$ cat config.mk
export PLATFORM = sky130hd
export DESIGN_NAME = muldiv_unit
export DESIGN_NICKNAME = d
export VERILOG_FILES = /design/src/rtl/muldiv_pkg.sv /design/src/rtl/muldiv_unit.sv
export SDC_FILE = /design/constraint.sdc
export NUM_CORES = 1
export LEC_CHECK = 0
export ABC_AREA = 1
export BUFFER_PORTS_ARGS = -buffer_cell sky130_fd_sc_hd__buf_2
export CORE_ASPECT_RATIO = 0.7
export CORE_MARGIN = 2
export CORE_UTILIZATION = 25
export DETAILED_ROUTE_END_ITERATION = 8
export SLEW_MARGIN = 10
export SYNTH_ARGS = -nofsm -noshare
export SYNTH_HDL_FRONTEND = slang
export SYNTH_SLANG_ARGS = --single-unit
$ cat constraint.sdc
create_clock -name CLK -period 2.4 [get_ports CLK]
set_input_delay 0.6 -clock CLK [delete_from_list [all_inputs] [get_ports CLK]]
set_output_delay 0.6 -clock CLK [all_outputs]
set_load 0.05 [all_outputs]
$ cat src/rtl/muldiv_pkg.sv
// ----------------------------------------------------------------------------
// muldiv_pkg
// Shared definitions for the iterative multiply/divide unit: operation
// encodings, FSM state encoding, the iteration limit and small sign helpers.
// No ports (package).
// ----------------------------------------------------------------------------
package muldiv_pkg;

    // Operation select encodings
    localparam logic [1:0] MD_MULT  = 2'b00;
    localparam logic [1:0] MD_MULTU = 2'b01;
    localparam logic [1:0] MD_DIV   = 2'b10;
    localparam logic [1:0] MD_DIVU  = 2'b11;

    // Counter value of the final (32nd) iteration
    localparam logic [5:0] MD_LAST_ITER = 6'd31;

    // Controller states
    typedef enum logic [1:0] {
        IDLE = 2'b00,
        RUN  = 2'b01,
        FIX  = 2'b10,
        DONE = 2'b11
    } md_state_e;

    // Magnitude of a 32-bit value when treated as signed, raw value otherwise
    function automatic logic [31:0] md_abs(input logic [31:0] v, input logic is_signed);
        if (is_signed && v[31]) begin
            md_abs = ~v + 32'd1;
        end else begin
            md_abs = v;
        end
    endfunction

    // Conditional two's-complement negation, 32 bits
    function automatic logic [31:0] md_neg32(input logic [31:0] v, input logic neg);
        if (neg) begin
            md_neg32 = ~v + 32'd1;
        end else begin
            md_neg32 = v;
        end
    endfunction

    // Conditional two's-complement negation, 64 bits
    function automatic logic [63:0] md_neg64(input logic [63:0] v, input logic neg);
        if (neg) begin
            md_neg64 = ~v + 64'd1;
        end else begin
            md_neg64 = v;
        end
    endfunction

endpackage

$ cat src/rtl/muldiv_unit.sv
// ----------------------------------------------------------------------------
// muldiv_unit
// Iterative 32-bit multiply/divide unit with HI/LO result registers.
// One iteration per clock: shift-add multiply, restoring divide. Signed
// operations work on magnitudes and apply sign correction in a final FIX
// cycle, so HI/LO only ever see complete results.
//
// Ports
//   CLK    in   1   clock, rising edge
//   RST    in   1   asynchronous reset, active low
//   start  in   1   begin operation (accepted only in IDLE)
//   op     in   2   MD_MULT / MD_MULTU / MD_DIV / MD_DIVU
//   rs     in   32  multiplicand / dividend, also the mthi/mtlo data
//   rt     in   32  multiplier / divisor
//   mthi   in   1   write rs into HI (IDLE without start, or DONE)
//   mtlo   in   1   write rs into LO (IDLE without start, or DONE)
//   busy   out  1   operation in progress (RUN/FIX)
//   done   out  1   one-cycle pulse: HI/LO just written by an operation
//   HI     out  32  product high word / remainder
//   LO     out  32  product low word / quotient
// ----------------------------------------------------------------------------
module muldiv_unit
    import muldiv_pkg::*;
(
    input  logic        CLK,
    input  logic        RST,
    input  logic        start,
    input  logic [1:0]  op,
    input  logic [31:0] rs,
    input  logic [31:0] rt,
    input  logic        mthi,
    input  logic        mtlo,
    output logic        busy,
    output logic        done,
    output logic [31:0] HI,
    output logic [31:0] LO
);

    md_state_e   state_r;
    md_state_e   state_next_s;
    logic [1:0]  op_r;
    logic [31:0] mcand_r;      // multiplicand or divisor magnitude
    logic [31:0] acc_hi_r;     // partial product high / partial remainder
    logic [31:0] acc_lo_r;     // multiplier bits / dividend bits then quotient
    logic [5:0]  cnt_r;
    logic        neg_q_r;      // negate product or quotient
    logic        neg_r_r;      // negate remainder (follows sign of rs)
    logic        div_zero_r;
    logic [31:0] hi_r;
    logic [31:0] lo_r;
    logic        busy_r;
    logic        done_r;

    logic        start_ok_s;
    logic        move_ok_s;
    logic        in_signed_s;
    logic [32:0] mul_sum_s;
    logic [32:0] div_trial_s;
    logic        div_ge_s;
    logic [31:0] acc_hi_next_s;
    logic [31:0] acc_lo_next_s;
    logic [63:0] prod_s;
    logic [31:0] fix_hi_s;
    logic [31:0] fix_lo_s;

    assign in_signed_s = ~op[0];

    // State register
    always_ff @(posedge CLK or negedge RST) begin
        if (!RST) begin
            state_r <= IDLE;
        end else begin
            state_r <= state_next_s;
        end
    end

    // Next-state logic plus start/move acceptance
    always_comb begin
        state_next_s = state_r;
        start_ok_s   = 1'b0;
        move_ok_s    = 1'b0;
        case (state_r)
            IDLE: begin
                if (start) begin
                    state_next_s = RUN;
                    start_ok_s   = 1'b1;
                end else begin
                    state_next_s = IDLE;
                    move_ok_s    = 1'b1;
                end
            end
            RUN: begin
                if (cnt_r == MD_LAST_ITER) begin
                    state_next_s = FIX;
                end else begin
                    state_next_s = RUN;
                end
            end
            FIX: begin
                state_next_s = DONE;
            end
            DONE: begin
                // Moves are allowed here; start is not, giving the 35-cycle spacing
                state_next_s = IDLE;
                move_ok_s    = 1'b1;
            end
            default: begin
                state_next_s = IDLE;
            end
        endcase
    end

    // One multiply or divide iteration on the accumulators
    always_comb begin
        mul_sum_s     = 33'd0;
        div_trial_s   = 33'd0;
        div_ge_s      = 1'b0;
        acc_hi_next_s = acc_hi_r;
        acc_lo_next_s = acc_lo_r;
        if (!op_r[1]) begin
            // Shift-add: add multiplicand when the current multiplier bit is set,
            // then shift {carry, hi, lo} right by one.
            if (acc_lo_r[0]) begin
                mul_sum_s = {1'b0, acc_hi_r} + {1'b0, mcand_r};
            end else begin
                mul_sum_s = {1'b0, acc_hi_r};
            end
            acc_hi_next_s = mul_sum_s[32:1];
            acc_lo_next_s = {mul_sum_s[0], acc_lo_r[31:1]};
        end else begin
            // Restoring divide: shift in next dividend bit, subtract if it fits.
            // A zero divisor always "fits", yielding all-ones quotient and rem = dividend.
            div_trial_s = {acc_hi_r, acc_lo_r[31]};
            div_ge_s    = (div_trial_s >= {1'b0, mcand_r});
            if (div_ge_s) begin
                acc_hi_next_s = div_trial_s[31:0] - mcand_r;
                acc_lo_next_s = {acc_lo_r[30:0], 1'b1};
            end else begin
                acc_hi_next_s = div_trial_s[31:0];
                acc_lo_next_s = {acc_lo_r[30:0], 1'b0};
            end
        end
    end

    // Sign correction of the final accumulator contents
    always_comb begin
        prod_s   = 64'd0;
        fix_hi_s = acc_hi_r;
        fix_lo_s = acc_lo_r;
        if (!op_r[1]) begin
            prod_s   = md_neg64({acc_hi_r, acc_lo_r}, neg_q_r);
            fix_hi_s = prod_s[63:32];
            fix_lo_s = prod_s[31:0];
        end else begin
            // Remainder of a divide-by-zero is |rs|; negating by the sign of rs restores rs
            fix_hi_s = md_neg32(acc_hi_r, neg_r_r);
            if (div_zero_r) begin
                fix_lo_s = 32'hFFFF_FFFF;
            end else begin
                fix_lo_s = md_neg32(acc_lo_r, neg_q_r);
            end
        end
    end

    // Operand capture and iteration datapath
    always_ff @(posedge CLK or negedge RST) begin
        if (!RST) begin
            op_r       <= MD_MULT;
            mcand_r    <= 32'd0;
            acc_hi_r   <= 32'd0;
            acc_lo_r   <= 32'd0;
            cnt_r      <= 6'd0;
            neg_q_r    <= 1'b0;
            neg_r_r    <= 1'b0;
            div_zero_r <= 1'b0;
        end else if (start_ok_s) begin
            op_r       <= op;
            acc_hi_r   <= 32'd0;
            cnt_r      <= 6'd0;
            neg_q_r    <= in_signed_s & (rs[31] ^ rt[31]);
            neg_r_r    <= in_signed_s & rs[31];
            div_zero_r <= op[1] & (rt == 32'd0);
            if (op[1]) begin
                mcand_r  <= md_abs(rt, in_signed_s);
                acc_lo_r <= md_abs(rs, in_signed_s);
            end else begin
                mcand_r  <= md_abs(rs, in_signed_s);
                acc_lo_r <= md_abs(rt, in_signed_s);
            end
        end else if (state_r == RUN) begin
            acc_hi_r <= acc_hi_next_s;
            acc_lo_r <= acc_lo_next_s;
            cnt_r    <= cnt_r + 6'd1;
        end
    end

    // Architectural HI/LO and status outputs
    always_ff @(posedge CLK or negedge RST) begin
        if (!RST) begin
            hi_r   <= 32'd0;
            lo_r   <= 32'd0;
            busy_r <= 1'b0;
            done_r <= 1'b0;
        end else begin
            if (state_r == FIX) begin
                hi_r <= fix_hi_s;
                lo_r <= fix_lo_s;
            end else if (move_ok_s) begin
                if (mthi) begin
                    hi_r <= rs;
                end
                if (mtlo) begin
                    lo_r <= rs;
                end
            end
            busy_r <= (state_next_s == RUN) || (state_next_s == FIX);
            done_r <= (state_next_s == DONE);
        end
    end

    assign busy = busy_r;
    assign done = done_r;
    assign HI   = hi_r;
    assign LO   = lo_r;

endmodule

# Word level (Yosys, flattened, before mapping)

Cells that the tools add are included.

Register bits: 175
Logic and storage cells: 84
Bits of input ports: 71
Output and inout bits: 66

Magnitude comparators: 1
Bitwise operators: 10
Muxes and demuxes: 34
$add $sub $neg: 8
Reductions and logical operators: 11
Eq/ne operators: 7

Operators with widths:

| operator                                             | count |
|---|---|
| two-way mux 32 bit                                   | 22 |
| adder 32 x 1 -> 32 bit (second input constant)       | 4 |
| NOT 32 bit                                           | 4 |
| adder 64 x 1 -> 64 bit (second input constant)       | 1 |
| two-way mux 64 bit                                   | 1 |
| NOT 64 bit                                           | 1 |
| adder 32 x 32 -> 33 bit                              | 1 |
| greater-or-equal comparator 33 x 32 -> 1 bit         | 1 |
| two-way mux 33 bit                                   | 1 |
| zero test 32 bit                                     | 1 |
| subtractor 32 bit                                    | 1 |
| two-way mux 6 bit                                    | 2 |
| equality test 2 bit (second input constant)          | 4 |
| one-hot mux 2 bit (4 select lines)                   | 1 |
| nonzero test 2 bit                                   | 4 |
| adder 6 x 1 -> 6 bit (second input constant)         | 1 |
| equality test 6 x 5 -> 1 bit (second input constant) | 1 |
| two-way mux 1 bit                                    | 5 |
| equality test 2 x 1 -> 1 bit (second input constant) | 2 |
| AND reduction 2 bit                                  | 2 |
| bitwise AND 1 bit                                    | 3 |
| logical AND 1 bit                                    | 2 |
| zero test 2 bit                                      | 1 |
| two-way mux 2 bit                                    | 1 |
| 4 further kinds                                      | 4 |

# Logic depth before layout (Yosys ltp)

Depth after elaboration: 6
Depth in mapped cells: 18
Gate-level depth less buffers: 17

# Worst setup path before layout

No wires, ideal clock.

Kind: register to register
Start point: register acc_lo_r[0]
End point: register lo_r[30], in the netlist LO[30]
Stages on the path, launching flop included: 15
Period minus slack after synthesis: 2.338 ns
Path buffers: 3
Path slack: 0.062 ns
Data arrival time: 2.221 ns
Cells stage by stage: dfrtp_1 buf_2 clkinv_1 clkbuf_1 ha_1 nand4_1 nor2_2 nand3_1 o21ai_1 buf_4 nand2_1 a21oi_1 o21ai_1 nand2_1 nand2_1

Longest elaborated chain between the ends: 6
Elaborated cells on any way between the ends: 9
Classes of those cells: 2 x add/sub; 5 x mux; 2 x bitwise

RTL lines:

| what                   | RTL line           | RTL |
|---|---|---|
| from (decl)            | muldiv_unit.sv:44  | `logic [31:0] acc_lo_r;` |
| from (signal assigned) | muldiv_unit.sv:185 | `acc_lo_r <= md_abs(rs, in_signed_s);` |
| from (signal assigned) | muldiv_unit.sv:188 | `acc_lo_r <= md_abs(rt, in_signed_s);` |
| from (signal assigned) | muldiv_unit.sv:192 | `acc_lo_r <= acc_lo_next_s;` |
| NOT 32 bit             | muldiv_pkg.sv:38   | `md_neg32 = ~v + 32'd1;` |
| adder 32 x 1 -> 32 bit | muldiv_pkg.sv:38   |  |
| two-way mux 32 bit     | muldiv_pkg.sv:37   | `if (neg) begin` |
| two-way mux 32 bit     | muldiv_unit.sv:157 | `if (div_zero_r) begin` |
| two-way mux 32 bit *   | muldiv_unit.sv:150 | `if (!op_r[1]) begin` |
| two-way mux 32 bit *   | muldiv_unit.sv:205 | `if (state_r == FIX) begin` |
| to (signal assigned)   | muldiv_unit.sv:207 | `lo_r <= fix_lo_s;` |
| to (signal assigned)   | muldiv_unit.sv:213 | `lo_r <= rs;` |
| to (decl)              | muldiv_unit.sv:50  | `logic [31:0] lo_r;` |

Every way passes the cells marked *; elsewhere a longest branch is shown, timed or not.
A chain may end at the register's enable or synchronous reset.

# Worst setup path in the final report

Start point: register state_r[0]
End point: register acc_hi_r[1]

Longest elaborated chain between the ends: 3
Elaborated cells on any way between the ends: 5
Classes of those cells: 1 x eq/ne; 2 x mux; 2 x reduce/logical

RTL lines:

| what                                                            | RTL line           | RTL |
|---|---|---|
| from (decl)                                                     | muldiv_unit.sv:39  | `md_state_e state_r;` |
| from (signal assigned)                                          | muldiv_unit.sv:73  | `state_r <= state_next_s;` |
| zero test 2 bit                                                 | muldiv_unit.sv:82  | `case (state_r)` |
| two-way mux 1 bit                                               | muldiv_unit.sv:82  |  |
| two-way mux 32 bit / nonzero test 2 bit (equally long branches) | --                 |  |
| to (signal assigned)                                            | muldiv_unit.sv:191 | `acc_hi_r <= acc_hi_next_s;` |
| to (decl)                                                       | muldiv_unit.sv:43  | `logic [31:0] acc_hi_r;` |

Several ways; a longest one is shown, not always the timed one.

==> flow_summary.toml <==
[run]
maxCapViolCount = 0

[clocking]
cts_sinks = 174
clkTransAtPathRegs_ns = 0.08
clk_path_buf_depth = 2
cts-hold-fix-buffers = 0
ctsHtreeMaxLevel = 4
tritoncts = "yes"
numCtsBuffers = 17
clk_latency_ns = 0.47
cts_root_buf = "clkbuf_16"

[route]
m1WireLength_um = 44000
drc = 0
totalWireLength_um = 92600
dr_wl_met2_um = 33300
viasPerCell = 5.00
dr.pass1.iters = 6
via_count = 23100
top_layer_used = "met5"
drt_iter0_drc = 2818
avgRoutedWirePerCell_um = 20.1
ant_nets = 0
route.met3.wl_um = 12900

[synthesis]
synth_area_um2 = 18500
ys_ff_latch = 174
synth_edf_count = 0
synth_area_leader_cell = "dfrtp_1"
post_synth_main_area_contributors = "dfrtp_1 23%, nand2_1 23%, inv_1 9.0%, nand3_1 7.1%, nor2_1 5.2%"
ys_seq_area_share_pct = 23.5
syn_inst = 3192
netlist-cell-type-count = 56
async_flop_share_pct = 100
yosysWarningCount = 0
synth_ff_type = "dfrtp_1"
synth_top_area_share_pct = 23.5
syn_nets = 3340
post_synth.cell_area_avg_um2 = 5.81

[cells_and_area]
final_nets = 3772
stdcell_count = 4616
final_area_um2 = 24800
drive_gt1_share_pct = 22.5
fill_cells = 8034
area_growth_pct = 33.7

[status]
status = "finished, final reports clean"

[die]
ios = 137
chipWidth_um = 330
core-area_um2 = 73400
rows = 83
dieArea_um2 = 76400
start_util_pct = 25.3
chipHeight_um = 232

[place]
globalplace.congestion = 0.985
place_inst = 4557
placed_area_um2 = 22900
io_buffer_count = 136
dp_hpwl_um = 76500

[worst_setup_path]
cp_max_fo = 25
cp_cell_sequence = "inv_1 -> ha_1 -> nand2_1 -> inv_2 -> nor2_4 -> inv_2 -> a21oi_1 -> nand2_1 -> nand2_1"
worstSetupStartpointType = "register"
worst-setup-path-type = "register to register"
crit_slowest_cell = "dfrtp_1"
arrival_ns = 2.76
cpLargestDelayFamily = "simple AND/OR/NAND/NOR gates"
slowest_delay_ns = 0.42
path_buf_inv = 3
cp_common_cell = "nand2_1"
endpoint_kind = "register"
worstPathRequired_ns = 2.80

[sta]
hold_viol_final = 0
rsz0062_at_grt = "yes"
period_share_pct = 98.2
setup_viol = 0
slew_violations = 0
max_freq_mhz = 424
whs_ns = 0.00881
timing.final.crit_period_ns = 2.36
tightest_slew_ns = 0.679
skew_ns = 0.0167
slew_headroom_pct = 54.3

[global_routing]
grt_usage_pct = 23.5
grt_pass1_wl_um = 133000
grt_pass1_vias = 20400
grt_max_degree = 66
antenna_found_initial = 1
overflow = 0

[power]
irDropWorstVdd_mv = 1.19
seqPwrFrac_pct = 15.5
power.internal_uw = 16100
power_switching_uw = 20300
p_leak_uw = 0.0127
powerDensity_nw_per_um2 = 1470
clockPowerShare_pct = 8.5
combPwrFrac_pct = 76.0
swShare_pct = 55.7

[hold_path]
hold_path.class = "primary input to asynchronous set/reset pin"
[logic make-up (layout without fill, tap and decap cells)]
kind of cell    after synthesis  after routing  share of synthesized area (%)
compound gates              510            510                           16.2
xor+xnor                     72             72                           3.40
fa+ha+maj                    77             77                           5.27
buf+inv                     573           1017                           11.8
flops                       174            174                           23.5
other cells                   0              2                              0
simple gates               1786           1787                           39.8
[worst register-to-register path, cell delays in order (launching register included)]
cell	delay, ns
dfrtp_1	0.42
inv_1	0.11
ha_1	0.22
nand2_1	0.27
inv_2	0.12
nor2_4	0.27
inv_2	0.31
a21oi_1	0.42
nand2_1	0.10
nand2_1	0.06
[through the flow]
step | TNS [ns] | setup WS [ns] | util, % | total power [uW]
floorplan | 0 | 0.0623 | - | 19700
global route | -0.0901 | -0.0288 | 33.8 | 38800
detailed placement | -1.57 | -0.197 | 31.2 | 30000
global placement | -2.05 | -0.243 | 31.2 | 30100
CTS | -0.0103 | -0.0103 | 32.3 | 33700
finish | 0 | 0.0421 | 33.8 | 36400
[routing by layer]
metal	track usage, %	vias up
li1	-	11100
met1	36.4	10700
met2	28.6	1147
met3	9.34	113
met4	5.37	6
met5	3.20	-
[synthesized netlist by cell type, drive strengths merged, types with 3 or more instances]
cell     count
nand3      265
clkinv       5
dfrtp      174
o221ai      15
nor2       277
o22ai        3
a21oi      173
ha          75
nand4       31
a22oi        3
o31ai        4
a31oi        5
nand3b      16
o21bai      24
and2         5
or2          5
xor2        60
o2111ai      3
inv        459
nor3        45
clkbuf      78
xnor2       12
o211ai      77
buf         31
nand2     1138
o21ai      191
o21a         5
[sequential cells by signal, summed over array words and instances (netlist names)]
name,count
HI,32
LO,32
acc_hi_r,32
acc_lo_r,32
mcand_r,32
cnt_r,6
state_r,2
busy,1
div_zero_r,1
done,1
neg_q_r,1
neg_r_r,1
op_r,1
[final cells by class]
class,instances,area (um^2),share of cell area [%]
multi-input cells,2446,13000,52.5
flip-flops and latches,174,4390,17.7
repair buffers,521,3810,15.4
inverters,464,1750,7.04
well taps,977,1220,4.93
clock buffers,19,433,1.75
clock inverters,13,176,0.711
diodes,2,5.00,0.0202
[power groups by stage]
stage               Clock [uW]  Sequential [uW]  Combinational [uW]
finish                    3100             5630               27700
global placement             0             5520               24600
floorplan                    0             6970               12700
detailed placement           0             5560               24500
global route              3250             5750               29800
CTS                       3110             5520               25000
[cell usage in the layout (no fill, tap or decap), types with 10 or more instances in the layout]
cell	synthesis	final
dfrtp_2	0	23
nor2_2	14	40
nand3_2	1	18
o211ai_1	67	67
inv_2	14	30
dfrtp_1	174	150
o21bai_1	24	24
a21oi_1	171	147
o21ai_0	177	173
buf_2	7	135
nor2_1	259	222
nand3b_1	16	16
o211ai_2	10	10
ha_2	0	10
nand2_1	1128	1104
nand2_2	8	29
buf_12	0	14
xnor2_1	12	12
a21oi_2	2	24
ha_1	75	28
clkbuf_16	0	19
buf_4	1	367
nand4_1	31	31
nor3_1	43	39
xor2_1	60	58
nor2_4	3	14
nand3_1	264	247
inv_1	445	429
o21ai_1	14	15
o221ai_1	15	13
ha_4	0	37
[worst paths after layout]
check                      cells past startpoint     endpoint  slack (ns)  startpoint
min reg2reg                                    2        LO[1]        0.51       LO[1]
max                                            9  acc_hi_r[1]        0.04  state_r[0]
max in group asynchronous                      2       HI[27]        1.73         RST
min                                            1  acc_lo_r[4]       0.009         RST
max reg2reg                                    9  acc_hi_r[1]        0.04  state_r[0]
min in group CLK                               3   state_r[0]        0.45       start
[what timing repair did]
item,in CTS,in global routing
setup buffers,1,20
resized for setup,35,196
endpoints found under the setup margin,31,67
gates cloned,1,3
pin swaps,0,20
(Power assumes the default switching activity.)
